--- config.mk ---
export PLATFORM = sky130hd
export DESIGN_NAME = spi_cmd_decoder
export DESIGN_NICKNAME = d
export VERILOG_FILES = /design/src/rtl/spi_cmd_decoder_pkg.sv /design/src/rtl/cdc_sync_edge.sv /design/src/rtl/spi_cmd_decoder.sv
export SDC_FILE = /design/constraint.sdc
export NUM_CORES = 1
export LEC_CHECK = 0
export CORE_UTILIZATION = 55
export CTS_BUF_LIST = sky130_fd_sc_hd__clkbuf_4
export DETAILED_ROUTE_END_ITERATION = 8
export HOLD_SLACK_MARGIN = 0.15
export PLACE_DENSITY = 0.92
export SLEW_MARGIN = 10
export SYNTH_ARGS = -nofsm -noshare
export SYNTH_HDL_FRONTEND = slang
export SYNTH_SLANG_ARGS = --single-unit
--- constraint.sdc ---
create_clock -name sysclk -period 4.6 [get_ports sysclk]
set_clock_uncertainty 0.15 [all_clocks]
set_input_delay 0.46 -clock sysclk [delete_from_list [all_inputs] [get_ports sysclk]]
set_output_delay 0.46 -clock sysclk [all_outputs]
set_load 0.05 [all_outputs]
--- src/rtl/spi_cmd_decoder_pkg.sv ---
// spi_cmd_pkg: shared definitions for the SPI command decoder.
//   state_t       decoder FSM state encoding
//   CMD_*         command byte field positions
//   ERRCNT_ADDR   register address of the optional error counter
//                 (only decoded when SPI_CMD_ERRCNT_EN is defined)
package spi_cmd_pkg;

    typedef enum logic [1:0] {
        S_CMD   = 2'd0,
        S_WDATA = 2'd1,
        S_RESP  = 2'd2,
        S_ERR   = 2'd3
    } state_t;

    localparam int CMD_WRITE_BIT = 7;
    localparam int CMD_RSVD_MSB  = 6;
    localparam int CMD_RSVD_LSB  = 4;

    localparam logic [3:0] ERRCNT_ADDR = 4'hF;

endpackage

--- src/rtl/cdc_sync_edge.sv ---
// cdc_sync_edge: multi-flop synchroniser for one asynchronous level with a
// rising-edge detect on the synchronised side.
//   clk   destination clock
//   rst   synchronous active-high reset; all flops load RST_VAL
//   d     asynchronous input level
//   q     synchronised level
//   rise  one-cycle pulse when q goes 0 -> 1
module cdc_sync_edge #(
    parameter int   STAGES  = 2,
    parameter logic RST_VAL = 1'b0
) (
    input  logic clk,
    input  logic rst,
    input  logic d,
    output logic q,
    output logic rise
);

    logic [STAGES-1:0] sync_p;
    logic              prev;

    always_ff @(posedge clk) begin
        if (rst) begin
            sync_p <= {STAGES{RST_VAL}};
            prev   <= RST_VAL;
        end else begin
            sync_p <= {sync_p[STAGES-2:0], d};
            prev   <= sync_p[STAGES-1];
        end
    end

    assign q    = sync_p[STAGES-1];
    assign rise = q & ~prev;

endmodule

--- src/rtl/spi_cmd_decoder.sv ---
// spi_cmd_decoder: turns bytes from the SPI slave front end into register
// reads/writes of a small register file, all in the sysclk domain.
//   sysclk        system clock
//   reset         synchronous active-high reset
//   iRxReady      byte-valid level from SPI front end (asynchronous)
//   iRx           received byte, stable around iRxReady rising
//   iSPICS        raw chip select, active low (asynchronous)
//   oTxReady      read data valid toward the SPI front end
//   oTx           read data byte (held while oTxReady is low)
//   oRegs         flattened register file, reg n at [8n+7:8n]
//   oWriteStrobe  one-cycle pulse per committed register write
//   probe         {state, addr, 2'b0, last byte}
// Optional build macro SPI_CMD_ERRCNT_EN adds a saturating error counter
// readable (and cleared by any write) at address 4'hF.
module spi_cmd_decoder
    import spi_cmd_pkg::*;
#(
    parameter int         NUM_REGS    = 4,
    parameter logic [7:0] RESET_VAL   = 8'h00,
    parameter int         SYNC_STAGES = 2
) (
    input  logic                  sysclk,
    input  logic                  reset,
    input  logic                  iRxReady,
    input  logic [7:0]            iRx,
    input  logic                  iSPICS,
    output logic                  oTxReady,
    output logic [7:0]            oTx,
    output logic [NUM_REGS*8-1:0] oRegs,
    output logic                  oWriteStrobe,
    output logic [15:0]           probe
);

    localparam logic [3:0] LAST_ADDR = 4'(NUM_REGS - 1);

    function automatic logic addr_valid(input logic [3:0] a);
`ifdef SPI_CMD_ERRCNT_EN
        return (a <= LAST_ADDR) || (a == ERRCNT_ADDR);
`else
        return a <= LAST_ADDR;
`endif
    endfunction

    function automatic logic [3:0] addr_next(input logic [3:0] a);
`ifdef SPI_CMD_ERRCNT_EN
        if (a == ERRCNT_ADDR) return a;
`endif
        if (a == LAST_ADDR) return 4'd0;
        return a + 4'd1;
    endfunction

    state_t     state, state_nx;
    logic [3:0] addr;
    logic [7:0] byte_q;
    logic [7:0] regs [NUM_REGS];
    logic       rd_pend;
    logic       armed;
    logic [SYNC_STAGES:0] settle;

    logic rx_q, byte_evt, cs_q, cs_rise;
    logic evt, load_cmd, cmd_ok, rd_start, rd_adv, do_write, err_entry;
    logic [7:0] cmd_val, cur_val;

    // Synchroniser stage: CS resets deselected, rx_ready resets idle.
    cdc_sync_edge #(.STAGES(SYNC_STAGES), .RST_VAL(1'b0)) u_rx_sync (
        .clk(sysclk), .rst(reset), .d(iRxReady), .q(rx_q), .rise(byte_evt)
    );
    cdc_sync_edge #(.STAGES(SYNC_STAGES), .RST_VAL(1'b1)) u_cs_sync (
        .clk(sysclk), .rst(reset), .d(iSPICS), .q(cs_q), .rise(cs_rise)
    );

    logic unused_ok;
    assign unused_ok = &{1'b0, rx_q, cs_rise};

    // The CS chain reloads 1 on reset, so its output is only trusted for
    // arming once the chain has been refilled from the real pin.
    always_ff @(posedge sysclk) begin
        if (reset) begin
            settle <= '0;
            armed  <= 1'b0;
        end else begin
            settle <= {settle[SYNC_STAGES-1:0], 1'b1};
            if (cs_q && settle[SYNC_STAGES]) armed <= 1'b1;
        end
    end

    // Decode stage: CS high wins over a coincident byte.
    assign evt    = byte_evt & armed & ~cs_q;
    assign cmd_ok = (iRx[CMD_RSVD_MSB:CMD_RSVD_LSB] == 3'b000) && addr_valid(iRx[3:0]);

    always_ff @(posedge sysclk) begin
        if (reset) state <= S_CMD;
        else       state <= state_nx;
    end

    always_comb begin
        state_nx = state;
        if (cs_q) begin
            state_nx = S_CMD;
        end else if (evt && state == S_CMD) begin
            if (!cmd_ok)                state_nx = S_ERR;
            else if (iRx[CMD_WRITE_BIT]) state_nx = S_WDATA;
            else                        state_nx = S_RESP;
        end
    end

    always_comb begin
        load_cmd  = evt && (state == S_CMD);
        rd_start  = load_cmd && cmd_ok && !iRx[CMD_WRITE_BIT];
        err_entry = load_cmd && !cmd_ok;
        do_write  = evt && (state == S_WDATA);
        rd_adv    = evt && (state == S_RESP);
    end

`ifdef SPI_CMD_ERRCNT_EN
    logic [7:0] errcnt;

    always_ff @(posedge sysclk) begin
        if (reset)                                errcnt <= 8'h00;
        else if (do_write && addr == ERRCNT_ADDR) errcnt <= 8'h00;
        else if (err_entry && errcnt != 8'hFF)    errcnt <= errcnt + 8'h01;
    end
`endif

    // Read muxes: one for the address in the incoming command byte, one for
    // the current burst address.
    always_comb begin
        cmd_val = 8'h00;
        cur_val = 8'h00;
        for (int i = 0; i < NUM_REGS; i++) begin
            if (iRx[3:0] == 4'(i)) cmd_val = regs[i];
            if (addr == 4'(i))     cur_val = regs[i];
        end
`ifdef SPI_CMD_ERRCNT_EN
        if (iRx[3:0] == ERRCNT_ADDR) cmd_val = errcnt;
        if (addr == ERRCNT_ADDR)     cur_val = errcnt;
`endif
    end

    // Register stage: address, read response and register file.
    always_ff @(posedge sysclk) begin
        if (reset) begin
            addr         <= 4'd0;
            byte_q       <= 8'h00;
            oTx          <= 8'h00;
            oTxReady     <= 1'b0;
            rd_pend      <= 1'b0;
            oWriteStrobe <= 1'b0;
            for (int i = 0; i < NUM_REGS; i++) regs[i] <= RESET_VAL;
        end else begin
            oWriteStrobe <= do_write;
            if (evt) byte_q <= iRx;

            if (cs_q)                      addr <= 4'd0;
            else if (load_cmd)             addr <= iRx[3:0];
            else if (do_write || rd_adv)   addr <= addr_next(addr);

            for (int i = 0; i < NUM_REGS; i++)
                if (do_write && addr == 4'(i)) regs[i] <= iRx;

            // Burst read: the dummy byte drops ready, the following cycle
            // presents the next register at the advanced address.
            if (cs_q) begin
                oTxReady <= 1'b0;
                rd_pend  <= 1'b0;
            end else if (rd_start) begin
                oTx      <= cmd_val;
                oTxReady <= 1'b1;
            end else if (rd_adv) begin
                oTxReady <= 1'b0;
                rd_pend  <= 1'b1;
            end else if (rd_pend && state == S_RESP) begin
                oTx      <= cur_val;
                oTxReady <= 1'b1;
                rd_pend  <= 1'b0;
            end
        end
    end

    for (genvar g = 0; g < NUM_REGS; g++) begin : g_flat
        assign oRegs[8*g +: 8] = regs[g];
    end

    assign probe = {state, addr, 2'b00, byte_q};

endmodule

==> reports/results.tsv <==
metric	value	unit
drc_errors	0	
post_dp_cell_area	0.00394	mm2
start_util	58.5	%
fin_ws	1.68	ns
port_buffers	67	
ctsHtreeMaxLevel	3	
arrival	3.07	ns
nNetsFinal	396	
place_ws	1.79	ns
ys_seq_area_share	49.5	%
clock_path_buffers	2	
cellLeakagePower	1.59	nW
worst-r2r-setup-slack	1.68	ns
grt_pass1_wl	14900	um
antenna_found_initial	0	
first_pass_iters	6	
async_flop_share	0	%
slew_violations	0	
drt_iter0_drc	452	
area_growth	24.2	%
finalPower	1.26	mW
holdPathEnd	u_cs_sync.sync_p[1]	
fp.dieH	79.7	um
crit_path_max_incr_delay	1.08	ns
yosys.area_share.simple	21.2	%
utilization	72.6	%
final_cell_area	0.00412	mm2
yosys_warnings	0	
wl_per_cell	20.6	um
vias	2972	
worstPathRequired	4.74	ns
yosysTopAreaCell	edfxtp_1	
hold_start	u_cs_sync.sync_p[0]	
root_buffer	clkbuf_4	
crit_buf_inv	0	
grtUsageTotal	32.0	%
fin_hold_ws	0.299	ns
cp-start-kind	register	
synthAdderAreaFrac	1.51	%
ant_nets	0	
finalCritPeriodShare	63.5	%
stdcell_count	457	
worstRegToRegCells	4	
io_pins	70	
reg2reg_from	u_cs_sync.sync_p[1]	
die_area	0.00635	mm2
slowest_stage	nor3_2	
fin_tns_setup	0	ns
synth_mux_area_share	4.82	%
core.rowCount	27	
synthTopCellsByArea	edfxtp_1 29%, dfxtp_1 21%, and3_1 6.8%	
relSlewSlack	19.0	%
synth.distinct_cells	40	
rsz0062_at_grt	false	
synth-main-ff-cell	dfxtp_1	
synth_top_family_by_area	simple AND/OR/NAND/NOR gates	
gp_congestion	0.881	
p_per_area	307	mW/mm2
cts_made_buffers	9	
synth_common_cells	36 x and3_1, 34 x dfxtp_1, 32 x edfxtp_1, 26 x nand2_1, 24 x a21oi_1	
hold_viol	0	
ys_ff_latch	66	
synth_compound_area_share	16.7	%
grt_max_degree	33	
setup_viol	0	
synth_xor_area_share	0	%
dp_cells	441	
r2r-end	oTx[7]	
core_area	0.00568	mm2
dp_hpwl	6310	um
critPathCaptureType	register	
critPathMaxFanout	21	
grt_overflow	0	
criticalPathCategory	register to register	
synth_top_area_share	28.9	%
tightest_slew	1.21	ns
postCtsSetupRepairBufs	0	
status	completed	
grt_pass1_vias	2861	
cts-hold-fix-buffers	0	
tritoncts	yes	
timing.fmax	0.342	GHz
syn_area	0.00332	mm2
clk_pin_slew_worst_paths	0.11	ns
post_drt_via_cell_ratio	6.50	
antenna-diode-count	0	
synth.most_common_cell	and3_1	
insertion_delay	0.43	ns
ctsResizeCount	0	
cts.sinks	66	
drt_wl_total	9400	um
syn_inst	334	
maxCapViolations	0	
drive_above_1_share	5.97	%
min_delay_path_depth	1	
critPathTopFamily	simple AND/OR/NAND/NOR gates	
min_period	2.92	ns
avgSynthCellArea	9.94	um2
crit_chain	nand4bb_1 > nor3_2 > a21o_1 > a311oi_1	
synth_edf_count	32	
fp.dieW	79.7	um
num-fill-cells	403	
hold_class	register to register	
irDropWorstVdd	230	uV
placed cells by master (no fill, tap or decap), drive strengths merged, types with 4 or more instances in the layout:
cell           Yosys  final
a211oi             9      9
a21o               5      5
a21oi             24     24
a221oi             9      9
a311oi            10     10
and2               9      9
and3              36     36
clkbuf            18      9
clkdlybuf4s50      0     67
dfxtp             34     34
edfxtp            32     32
ha                 4      4
inv               13     16
mux2i             16     16
nand2             26     26
nand3             10     10
nand3b             8      8
nor2              11     11
nor2b              5      5
o21ai              4      4
o221ai             8      8
o22ai              8      8
where the power goes:
group / switching [mW] / total, mW / leakage [nW] / internal [mW]
sequential: 0.0131 / 0.641 / 0.606 / 0.628
clock: 0.229 / 0.504 / 0.101 / 0.275
combinational: 0.0787 / 0.120 / 0.884 / 0.0408
cells by family after synthesis:
family,count (synthesis)
and+or+nand+nor,120
AOI/OAI and AO/OA,80
DFF,66
buffers and inverters,47
muxes,16
adders and majority gates,4
other,1
worst reg2reg max path: cells and delay by family, from the launching register on:
family	cells	cell delay, ns
compound gates	2	0.62
flops	1	0.39
simple gates	2	1.63
registers in the layout, summed over array words and instances, names as in the netlist:
name / cells
regs: 32
armed: 1
byte_q: 8
u_cs_sync.sync_p: 2
u_rx_sync.prev: 1
oWriteStrobe: 1
u_rx_sync.sync_p: 2
state: 2
oTxReady: 1
oTx: 8
settle: 3
rd_pend: 1
addr: 4
worst max path at each step:
stage                         from     end  slack [ns]  cells past startpoint
6_report       u_cs_sync.sync_p[1]  oTx[7]        1.68                      4
3_5_place_dp                iRx[4]  oTx[3]        1.79                      5
4_1_cts        u_cs_sync.sync_p[1]  oTx[3]        1.79                      4
3_3_place_gp                iRx[4]  oTx[6]        1.85                      5
5_1_grt        u_cs_sync.sync_p[1]  oTx[2]        1.49                      4
2_1_floorplan              addr[1]  oTx[5]        2.35                      7
layout make-up:
class | count | area (um2) | share of cell area, %
Clock inverter | 7 | 115 | 2.79
Timing Repair Buffer | 68 | 678 | 16.4
Multi-Input combinational cell | 222 | 1480 | 35.9
Sequential cell | 66 | 1640 | 39.8
Clock buffer | 9 | 67.6 | 1.64
Tap cell | 72 | 90.1 | 2.19
Inverter | 13 | 48.8 | 1.18
per-layer routing:
metal  share of wire, %  global-route usage [%]  up-vias
met1                 37                    39.5     1403
met2                 49                    49.9      193
li1                   -                       -     1335
met4                3.4                    19.6        0
met5                  0                       0        -
met3                 10                    8.00       41
(Power assumes the default switching activity.)
